`config.mk`:
```
export PLATFORM = sky130hd
export DESIGN_NAME = pic_core_param
export DESIGN_NICKNAME = d
export VERILOG_FILES = /design/src/rtl/pic_core_param.sv
export SDC_FILE = /design/constraint.sdc
export NUM_CORES = 1
export LEC_CHECK = 0
export CAP_MARGIN = 15
export CORE_MARGIN = 2
export CORE_UTILIZATION = 35
export DETAILED_ROUTE_END_ITERATION = 8
export GPL_ROUTABILITY_DRIVEN = 0
export GPL_TIMING_DRIVEN = 0
export PLACE_DENSITY = 0.57
export SETUP_SLACK_MARGIN = 0.3
export SLEW_MARGIN = 20
export SYNTH_ARGS = -nofsm -noshare
export SYNTH_HDL_FRONTEND = slang
export SYNTH_SLANG_ARGS = --single-unit
```
`constraint.sdc`:
```
create_clock -name clock -period 15.83 [get_ports clock]
set_input_delay 3.166 -clock clock [delete_from_list [all_inputs] [get_ports clock]]
set_output_delay 3.166 -clock clock [all_outputs]
set_load 0.005 [all_outputs]
```
`src/rtl/pic_core_param.sv`:
```
// Parametrised 8259-style interrupt controller core: IRR/ISR/IMR, fully nested
// arbitration with optional rotating priority and a single-cycle vector handshake.
module pic_core_param #(
    parameter int unsigned NUM_IRQ = 16,
    parameter int unsigned VEC_W   = 8,
    localparam int unsigned ID_W   = $clog2(NUM_IRQ)
) (
    input  logic               clock,
    input  logic               reset,
    input  logic [NUM_IRQ-1:0] irq_in,
    input  logic               cfg_level,
    input  logic               cfg_auto_eoi,
    input  logic               cfg_rotate,
    input  logic [VEC_W-1:0]   cfg_vector_base,
    input  logic               mask_we,
    input  logic [NUM_IRQ-1:0] mask_wdata,
    input  logic               eoi_valid,
    input  logic               eoi_specific,
    input  logic [ID_W-1:0]    eoi_id,
    input  logic               ack_req,
    output logic               int_out,
    output logic               ack_valid,
    output logic [VEC_W-1:0]   ack_vector,
    output logic [ID_W-1:0]    ack_id,
    output logic               ack_spurious,
    output logic [NUM_IRQ-1:0] irr,
    output logic [NUM_IRQ-1:0] isr,
    output logic [NUM_IRQ-1:0] imr
);

    typedef enum logic [1:0] {IDLE, GRANT, HOLD} state_t;

    state_t             state, state_n;
    logic [NUM_IRQ-1:0] irq_prev;
    logic [ID_W-1:0]    rot_base, rot_n;
    logic [NUM_IRQ-1:0] irr_n, isr_n;
    logic [NUM_IRQ-1:0] eligible;
    logic               win_found;
    logic [ID_W-1:0]    win_id;
    logic               isr_found;
    logic [ID_W-1:0]    isr_top;
    logic               load;
    logic               grant;

    // Walk lines in priority order starting after rot_base; stop eligibility at the first ISR bit.
    always_comb begin : arbitrate
        int unsigned hi;
        int unsigned line;
        eligible  = '0;
        isr_found = 1'b0;
        isr_top   = '0;
        win_found = 1'b0;
        win_id    = ID_W'(NUM_IRQ - 1);
        hi        = (32'(rot_base) >= NUM_IRQ - 1) ? 32'd0 : 32'(rot_base) + 32'd1;
        line      = 32'd0;
        for (int unsigned k = 0; k < NUM_IRQ; k++) begin
            line = hi + k;
            if (line >= NUM_IRQ) line = line - NUM_IRQ;
            if (!isr_found && isr[ID_W'(line)]) begin
                isr_found = 1'b1;
                isr_top   = ID_W'(line);
            end
            if (!isr_found && irr[ID_W'(line)] && !imr[ID_W'(line)]) begin
                eligible[ID_W'(line)] = 1'b1;
                if (!win_found) begin
                    win_found = 1'b1;
                    win_id    = ID_W'(line);
                end
            end
        end
    end

    // Handshake sequencing plus next IRR/ISR/rotation values; EOI clears before the grant sets.
    always_comb begin : next_state
        state_n = state;
        load    = 1'b0;
        grant   = (state == GRANT) && !ack_spurious;
        irr_n   = cfg_level ? irq_in : (irr | (irq_in & ~irq_prev));
        isr_n   = isr;
        rot_n   = rot_base;

        case (state)
            IDLE: begin
                if (ack_req) begin
                    state_n = GRANT;
                    load    = 1'b1;
                end
            end
            GRANT:   state_n = HOLD;
            HOLD:    if (!ack_req) state_n = IDLE;
            default: state_n = IDLE;
        endcase

        if (grant) irr_n[ack_id] = 1'b0;

        if (eoi_valid) begin
            if (eoi_specific) begin
                if (32'(eoi_id) < NUM_IRQ) isr_n[eoi_id] = 1'b0;
            end else if (isr_found) begin
                isr_n[isr_top] = 1'b0;
                if (cfg_rotate) rot_n = isr_top;
            end
        end

        if (grant) begin
            if (!cfg_auto_eoi) isr_n[ack_id] = 1'b1;
            else if (cfg_rotate) rot_n = ack_id;
        end
    end

    always_ff @(posedge clock or posedge reset) begin
        if (reset) begin
            state        <= IDLE;
            irr          <= '0;
            isr          <= '0;
            imr          <= '1;
            irq_prev     <= '0;
            rot_base     <= ID_W'(NUM_IRQ - 1);
            int_out      <= 1'b0;
            ack_valid    <= 1'b0;
            ack_vector   <= '0;
            ack_id       <= '0;
            ack_spurious <= 1'b0;
        end else begin
            state     <= state_n;
            irr       <= irr_n;
            isr       <= isr_n;
            rot_base  <= rot_n;
            irq_prev  <= irq_in;
            int_out   <= |eligible;
            ack_valid <= load;
            if (mask_we) imr <= mask_wdata;
            // Winner is frozen at IDLE->GRANT; later mask/request changes cannot move it.
            if (load) begin
                ack_id       <= win_id;
                ack_spurious <= !win_found;
                ack_vector   <= cfg_vector_base + VEC_W'(win_id);
            end
        end
    end

endmodule

```
==> metrics.csv, run 1 <==
metric;value;unit
start_util;35.42;%
coreArea;27710;um^2
io_buffers;114;
grt_pass1_wl;62040;um
route.detailed.drc;0;
fp.dieH;171.4;um
period_share;57.60;%
synthArstFlopShare;100.0;%
ant_nets;0;
cts_sinks;85;
grt_usage;27.70;%
rr_endpoint;ack_vector[7];
status;completed;
fillers;2789;
slew_headroom;25.55;%
drtIter0Drc;1378;
crit_top_cell;clkbuf_1;
holdCritStartpoint;ack_vector[0];
syn_to_final_growth;20.46;%
yosys.area.top_type;dfrtp_1;
cts-root-buf;clkbuf_16;
cp-end-kind;flop;
nets;1340;
ys_seq_elements;85;
reg2reg_slack;6.71;ns
synth-main-ff-cell;dfrtp_1;
grt_overflow;0;
slew_violations;0;
yosysWarnings;0;
endpoint;ack_vector[7];
maxCapViolCount;0;
synth_top_area_share;16.58;%
cp_data_required_time;16.04;ns
ys_seq_area_share;21.93;%
worstRegToRegCells;29;
synthTopCellsByCount;nand2_1 (95), mux2i_1 (90), a21oi_1 (84), o21ai_0 (76), nor2_1 (70);
wirelength;40810;um
timing.fmax;0.1097;GHz
crit_fanout;12;
cts_hold_buf;0;
cp.arrival;9.33;ns
grt_setup_unrepaired;no;
cp_slowest_cell;dfstp_2;
vias;10412;
postSynthCellCount;1140;
setup_viol;0;
numCtsBuffers;9;
ioPinCount;116;
dp_hpwl;31380;um
avgSynthCellArea;8.608;um^2
r2r-start;rot_base[0];
antenna_found_initial;0;
clockBufferDepth;2;
firstDrtPassIters;7;
post-cts-setup-buffer-count;0;
synth_most_common_cell;nand2_1;
critical-path-max-stage-delay;0.65;ns
yosysUniqueCellTypes;93;
worstSetupPathType;flop to flop;
hold_class;flop to flop;
hold_viol_final;0;
hold_path_depth;2;
cts_tree;done;
netlist_area;9813;um^2
cts_resized;0;
yosys-top-cells-area;dfrtp_1 (17%), mux2i_1 (9.2%), mux4_2 (8.3%), mux2_2 (6.2%), dfstp_2 (5.4%);
clk_transition_reported_paths;0.07;ns
synth_edf_count;0;
syn_nets;1214;
fin_skew;0.01198;ns
via_per_inst;6.310;
start_kind;flop;
setup.worst_path.start;rot_base[0];
num_rows;61;
dieArea;29390;um^2
clk_latency;0.34;ns
worst_pin_slew;1.117;ns
die_w;171.4;um
final.setup.tns;0;ns
grt_max_degree;52;
drive_gt1_share;16.21;%
cts_max_level;3;
grt_pass1_vias;10192;
avgRoutedWirePerCell;24.74;um
min_period;9.119;ns
sequential cells by signal, indices dropped and copies added, names as in the netlist:
signal	flops
rot_base	4
state	2
ack_valid	1
isr	16
ack_spurious	1
ack_id	4
irq_prev	16
imr	16
int_out	1
ack_vector	8
irr	16
worst max-delay path, delay by kind of cell (launching register included):
family                   cells  cell delay (ns)
AND/OR/NAND/NOR              5             0.70
XOR/XNOR                     1             0.14
multiplexers                 1             0.44
adder cells (fa/ha/maj)      3             1.26
AO/OA/AOI/OAI               10             2.50
buffers and inverters        9             3.27
flip-flops                   1             0.65
cells by family (layout without fill, tap and decap cells):
group                    after synthesis  in the layout  share of synthesized area [%]
other                                  0              1                              0
AO/OA/AOI/OAI                        352            352                          24.23
buffers and inverters                106            237                          5.062
XOR/XNOR                              16             16                          1.505
adder cells (fa/ha/maj)               21             21                          2.754
AND/OR/NAND/NOR                      379            379                          20.74
multiplexers                         181            181                          23.78
flip-flops                            85             85                          21.93
metrics by stage:
stage          setup slack, ns  std cells  utilization, %  instance area (um^2)  hold WS (ns)
2_1_floorplan            8.957       1140               -                  9813        0.4698
3_3_place_gp             6.871       1632           41.25                 11430        0.4640
3_5_place_dp             6.912       1633           41.41                 11470        0.4710
4_1_cts                  6.888       1649           42.66                 11820        0.4854
5_1_grt                  6.245       1649           42.66                 11820        0.5095
6_report                 6.711       1650           42.67                 11820        0.4813
worst min path at each step:
stage | end | slack, ns
2_1_floorplan | ack_vector[0] | 0.47
3_3_place_gp | ack_vector[0] | 0.46
3_5_place_dp | ack_vector[1] | 0.47
4_1_cts | ack_vector[1] | 0.49
5_1_grt | ack_vector[1] | 0.51
6_report | ack_vector[0] | 0.48
metal layers:
| metal | part of all wire [%] | global-route usage [%] |
|---|---|---|
| met5 | 0 | 0 |
| met4 | 5.7 | 16.03 |
| met3 | 9.7 | 5.246 |
| met2 | 45 | 43.23 |
| met1 | 40 | 35.76 |
placed cells by master, fill, tap and decap left out, types with 17 or more instances in the layout:
cell type,synthesis,layout
a211oi_1,19,19
a21boi_0,21,21
a21oi_1,84,84
clkbuf_1,38,39
clkdlybuf4s50_1,0,114
dfrtp_1,65,65
dfstp_2,20,20
ha_1,20,20
inv_1,30,29
mux2_2,54,54
mux2i_1,90,90
mux4_2,36,36
nand2_1,95,95
nand2b_1,28,28
nand3_1,23,23
nor2_1,70,70
nor3_1,27,27
o211ai_1,17,17
o21ai_0,76,76
cell type report:
class                   instances  area (um^2)  area share (%)
clock buffers                  10        229.0           1.937
inverters                      36        142.6           1.207
well taps                     378        473.0           4.001
multi-input cells             949         7179           60.73
clock inverters                 6        117.6          0.9949
plain buffers                  70        356.6           3.017
diodes                          1        2.502         0.02117
flip-flops and latches         85         2152           18.20
repair buffers                115         1169           9.886
Power of run 1 is left out: the tool's default activity adds up to more than one toggle a clock period on the data nets, which glitch-free logic cannot reach.
==> run 2, diff against run 1 <==
--- a/config.mk
+++ b/config.mk
@@ -11,7 +11,7 @@
 export DETAILED_ROUTE_END_ITERATION = 8
 export GPL_ROUTABILITY_DRIVEN = 0
 export GPL_TIMING_DRIVEN = 0
-export PLACE_DENSITY = 0.57
+export PLACE_DENSITY = 0.59
 export SETUP_SLACK_MARGIN = 0.3
 export SLEW_MARGIN = 20
 export SYNTH_ARGS = -nofsm -noshare
==> constraint.sdc (replaced) <==
create_clock -name clock -period 7.3 [get_ports clock]
set_input_delay 1.46 -clock clock [delete_from_list [all_inputs] [get_ports clock]]
set_output_delay 1.46 -clock clock [all_outputs]
set_load 0.005 [all_outputs]
==> run 2 against run 1 <==
  * Global-route usage up 0.22 points
  * Final area up 4.4%
  * Critical endpoint unchanged
  * Via count up 2.3%
  * Count of clock-buffer cells in the layout unchanged
  * Non-clock buffer count up 26
  * Sequential share of layout area down 0.76 points
  * Setup slack worse by 6.2 ns
  * Clock skew up 0.0030 ns
  * Routed wire length up 1.1%
  * Register-to-register slack worse by 6.2 ns
==> metrics.csv, run 2 (synthesis gave the netlist of run 1 again) <==
metric;value;unit;change
min_period;6.777;ns;-2.341 ns
period_share;92.84;%;+35 points
grt_overflow;0;;unchanged
reg2reg_slack;0.52;ns;-6.19 ns
numCtsBuffers;9;;unchanged
maxCapViolCount;0;;unchanged
fp.dieH;171.4;um;unchanged
drive_gt1_share;21.43;%;+5.2 points
seqCellArea;2152;um^2;unchanged
avgRoutedWirePerCell;24.64;um;-0.40%
clk_latency;0.35;ns;about the same
start_kind;flop;;
postLayoutCoreUtil;44.52;%;+1.9 points
worstRegToRegCells;28;;-3.4%
vias;10653;;+2.3%
worst-path-buf-inv;7;;-2
cp.arrival;7.00;ns;-2.33 ns
dieArea;29390;um^2;unchanged
route.detailed.drc;0;;unchanged
fin_ws;0.5225;ns;-6.189 ns
clockBufferDepth;2;;unchanged
start_util;35.42;%;unchanged
slew_headroom;18.51;%;-7.0 points
cp_slowest_cell;dfstp_2;;
status;completed;;
nets;1366;;+1.9%
crit_family;simple AND/OR/NAND/NOR gates;;
hold_viol_final;0;;unchanged
setup_viol;0;;unchanged
cts_tree;done;;
slew_violations;0;;unchanged
worstSetupPathType;flop to flop;;
dp_hpwl;31150;um;-0.72%
hold_class;flop to flop;;
cp-end-kind;flop;;
dp_slack;-1.697;ns;-8.609 ns
layout_common_cells;clkdlybuf4s50_1 (114), nand2_1 (94), mux2i_1 (88);;
worst_pin_slew;1.219;ns;+0.1018 ns
die_w;171.4;um;unchanged
wirelength;41270;um;+1.1%
num_rows;61;;unchanged
grt_usage;27.92;%;+0.22 points
hold_path_depth;2;;unchanged
grt_pass1_wl;62640;um;+0.97%
io_buffers;114;;unchanged
r2r-start;rot_base[0];;
timing.fmax;0.1475;GHz;+35%
fillers;2709;;-2.9%
fin_cells;1675;;+1.5%
diodes;0;;-1
grt_pass1_vias;10384;;+1.9%
holdCritStartpoint;ack_vector[7];;
dp_cells;1633;;unchanged
multi_input_area;7471;um^2;+4.1%
firstDrtPassIters;6;;-1
coreArea;27710;um^2;unchanged
crit_fanout;12;;unchanged
cts-root-buf;clkbuf_16;;
ioPinCount;116;;unchanged
rr_endpoint;ack_vector[7];;
cts_sinks;85;;unchanged
critical-path-max-stage-delay;0.59;ns;-0.06 ns
cts_max_level;3;;unchanged
cts_hold_buf;0;;unchanged
grt_setup_unrepaired;no;;
via_per_inst;6.360;;+0.79%
antenna_found_initial;0;;unchanged
ant_nets;0;;unchanged
fin_skew;0.01496;ns;+0.002979 ns
grt_max_degree;52;;unchanged
mostFrequentLayoutCell;clkdlybuf4s50_1;;
drtIter0Drc;1417;;+2.8%
hold_end;ack_vector[7];;
syn_to_final_growth;25.70;%;
cp_data_required_time;7.52;ns;-8.52 ns
clk_transition_reported_paths;0.07;ns;about the same
-- run 2: changes by cell type in the layout (fill, tap and decap cells not counted), moves of 4 or more --
cell | before | now
a21oi_1 | 84 | 80
buf_2 | 15 | 11
buf_4 | 8 | 31
clkbuf_1 | 39 | 30
clkbuf_2 | 0 | 5
clkbuf_4 | 0 | 4
ha_1 | 20 | 16
nor3_1 | 27 | 23
-- run 2: worst max path at each step --
stage / start / depth (start not counted) / to
floorplan: rot_base[0] / 28 / ack_vector[7]
global placement: rot_base[0] / 27 / ack_vector[6]
detailed placement: rot_base[0] / 29 / ack_vector[6]
CTS: rot_base[1] / 27 / ack_vector[6]
global route: rot_base[0] / 29 / ack_vector[6]
finish: rot_base[0] / 28 / ack_vector[7]
-- run 2: area by class of cell --
cell class | count | area share, %
clock buffer | 10 | 1.856
multi-input combinational | 949 | 60.56
buffer | 70 | 3.530
tap | 378 | 3.834
inverter | 36 | 1.268
timing repair buffer | 141 | 11.06
clock inverter | 6 | 0.4463
sequential | 85 | 17.45
-- run 2: metal layers --
| layer | track usage [%] | wire length [um] |
|---|---|---|
| met2 | 44.70 | 18670 |
| met3 | 5.430 | 4180 |
| met5 | 0 | 0 |
| met1 | 35.48 | 16070 |
| met4 | 15.07 | 2352 |
-- run 2: timing repair --
item                                    4_1_cts  5_1_grt
setup buffers                                12       14
endpoints found under the setup margin       34        5
pin swaps                                     7        7
gates resized for setup                      48       41
-- run 2: worst reg2reg max path: cells and delay by family, from the launching register on --
kind,cells,cell delay (ns)
compound gates,7,1.27
simple gates,8,1.75
buf+inv,7,1.41
flops,1,0.59
fa+ha+maj,3,0.80
xor+xnor,2,0.45
mux,1,0.40
-- run 2: per-stage QoR --
stage / setup TNS, ns / hold slack [ns] / cell area (um^2)
floorplan: 0 / 0.4698 / 9813
global placement: -24.21 / 0.4641 / 11430
detailed placement: -24.15 / 0.4737 / 11470
CTS: 0 / 0.4887 / 12050
global route: 0 / 0.5250 / 12340
finish: 0 / 0.4860 / 12340
Power of run 2 is left out for the same reason.
==> run 3, diff against run 2 <==
--- a/config.mk
+++ b/config.mk
@@ -6,7 +6,6 @@
 export NUM_CORES = 1
 export LEC_CHECK = 0
 export CAP_MARGIN = 15
-export CORE_MARGIN = 2
 export CORE_UTILIZATION = 35
 export DETAILED_ROUTE_END_ITERATION = 8
 export GPL_ROUTABILITY_DRIVEN = 0
==> run 3 against run 2 <==
  * Sequential share of layout area fell by 0.060 points
  * Die area decreased by 2.3%
  * Setup slack better by 0.040 ns
  * Flip-flop and latch count stayed put
  * Routed wire length down 0.30%
  * Final cell count is 0.24% lower
  * Clock skew shrank 0.0038 ns
  * Register-to-register slack improved by 0.04 ns
  * Critical path type unchanged
  * Largest cell class unchanged
  * Highest routed layer unchanged
==> metrics.csv, run 3 (synthesis gave the netlist of run 1 again) <==
metric;value;unit;change
cts_sinks;85;;unchanged
dp_hpwl;30950;um;-0.66%
worst-path-buf-inv;11;;+4
nets;1368;;+0.15%
slew_violations;0;;unchanged
drtIter0Drc;1361;;-4.0%
worstRegToRegCells;29;;+3.6%
period_share;92.30;%;-0.54 points
num_rows;60;;-1.6%
layout_common_cells;clkdlybuf4s50_1 (114), nand2_1 (95), mux2i_1 (86);;
grt_usage;28.61;%;+0.69 points
hold_path_depth;2;;unchanged
multi_input_area;7476;um^2;about the same
numCtsBuffers;9;;unchanged
avgRoutedWirePerCell;24.62;um;about the same
crit_fanout;12;;unchanged
firstDrtPassIters;6;;unchanged
grt_pass1_vias;10504;;+1.2%
cp-end-kind;flop;;
cp.arrival;6.95;ns;-0.05 ns
die_w;169.4;um;-1.2%
clockBufferDepth;2;;unchanged
min_period;6.738;ns;-0.03977 ns
worstSetupPathType;flop to flop;;
crit_family;buffers and inverters;;
cts_tree;done;;
antenna_found_initial;0;;unchanged
setup_viol;0;;unchanged
start_kind;flop;;
clk_transition_reported_paths;0.07;ns;about the same
drive_gt1_share;21.86;%;+0.43 points
fin_skew;0.01117;ns;-0.003788 ns
status;completed;;
critical-path-max-stage-delay;0.59;ns;about the same
holdCritStartpoint;ack_vector[0];;
reg2reg_slack;0.56;ns;+0.04 ns
seqCellArea;2152;um^2;unchanged
cts-root-buf;clkbuf_16;;
wirelength;41150;um;-0.30%
grt_setup_unrepaired;no;;
rr_endpoint;ack_vector[7];;
cp_slowest_cell;dfstp_2;;
ioPinCount;116;;unchanged
worst_pin_slew;1.188;ns;-0.03043 ns
hold_class;flop to flop;;
slew_headroom;20.54;%;+2.0 points
grt_pass1_wl;62960;um;+0.51%
start_util;36.01;%;+0.59 points
diodes;0;;unchanged
dieArea;28710;um^2;-2.3%
vias;10699;;+0.43%
grt_max_degree;54;;+3.8%
hold_slack;0.4791;ns;-0.006937 ns
mostFrequentLayoutCell;clkdlybuf4s50_1;;
hold_end;ack_vector[0];;
coreArea;27250;um^2;-1.6%
ant_nets;0;;unchanged
clk_latency;0.35;ns;about the same
grt_overflow;0;;unchanged
maxCapViolCount;0;;unchanged
syn_to_final_growth;26.14;%;
hold_viol_final;0;;unchanged
route.detailed.drc;0;;unchanged
cts_max_level;3;;unchanged
io_buffers;114;;unchanged
fillers;2615;;-3.5%
r2r-start;rot_base[0];;
timing.fmax;0.1484;GHz;+0.59%
via_per_inst;6.403;;+0.67%
cp_data_required_time;7.51;ns;about the same
fp.dieH;169.4;um;-1.2%
[run 3: how the worst max path moves through the flow]
stage,startpoint,end,cells after the start
3_3_place_gp,rot_base[0],ack_vector[7],30
6_report,rot_base[0],ack_vector[7],29
2_1_floorplan,rot_base[0],ack_vector[7],28
5_1_grt,rot_base[0],ack_vector[7],29
3_5_place_dp,rot_base[0],ack_vector[7],30
4_1_cts,rot_base[1],ack_vector[7],27
[run 3: repair_timing]
action	CTS	global route
buffers inserted	8	20
gates resized for setup	45	52
hold buffers	0	0
pin swaps	2	13
setup endpoints to repair	34	5
[run 3: routing by layer]
| metal | vias to the layer above | global-route usage [%] | share of wire (%) |
|---|---|---|---|
| met5 | - | 0 | 0 |
| met4 | 0 | 18.76 | 6.9 |
| met3 | 179 | 6.437 | 11 |
| met2 | 735 | 44.00 | 44 |
| met1 | 5099 | 36.04 | 39 |
| li1 | 4686 | - | - |
[run 3: area by class of cell]
| cell class | count | area share [%] |
|---|---|---|
| repair buffers | 143 | 11.24 |
| plain buffers | 70 | 3.538 |
| clock buffers | 10 | 1.850 |
| clock inverters | 6 | 0.5661 |
| inverters | 36 | 1.264 |
| flip-flops and latches | 85 | 17.39 |
| multi-input cells | 949 | 60.40 |
| well taps | 372 | 3.760 |
[run 3: stage by stage]
step	util, %	instances	worst slack, ns	setup TNS (ns)	instance area, um^2
6_report	45.42	1671	0.5623	0	12380
5_1_grt	45.42	1671	0.3132	0	12380
4_1_cts	44.10	1651	0.3229	0	12020
3_5_place_dp	42.07	1627	-1.680	-25.76	11460
3_3_place_gp	41.91	1626	-1.600	-22.55	11420
2_1_floorplan	-	1140	0.4271	0	9813
[run 3: worst min-delay path: stages (launching register included)]
cell and delay [ns]:
dfrtp_1 0.34, nand2_1 0.05, nand2_1 0.06
Power of run 3 is left out for the same reason.
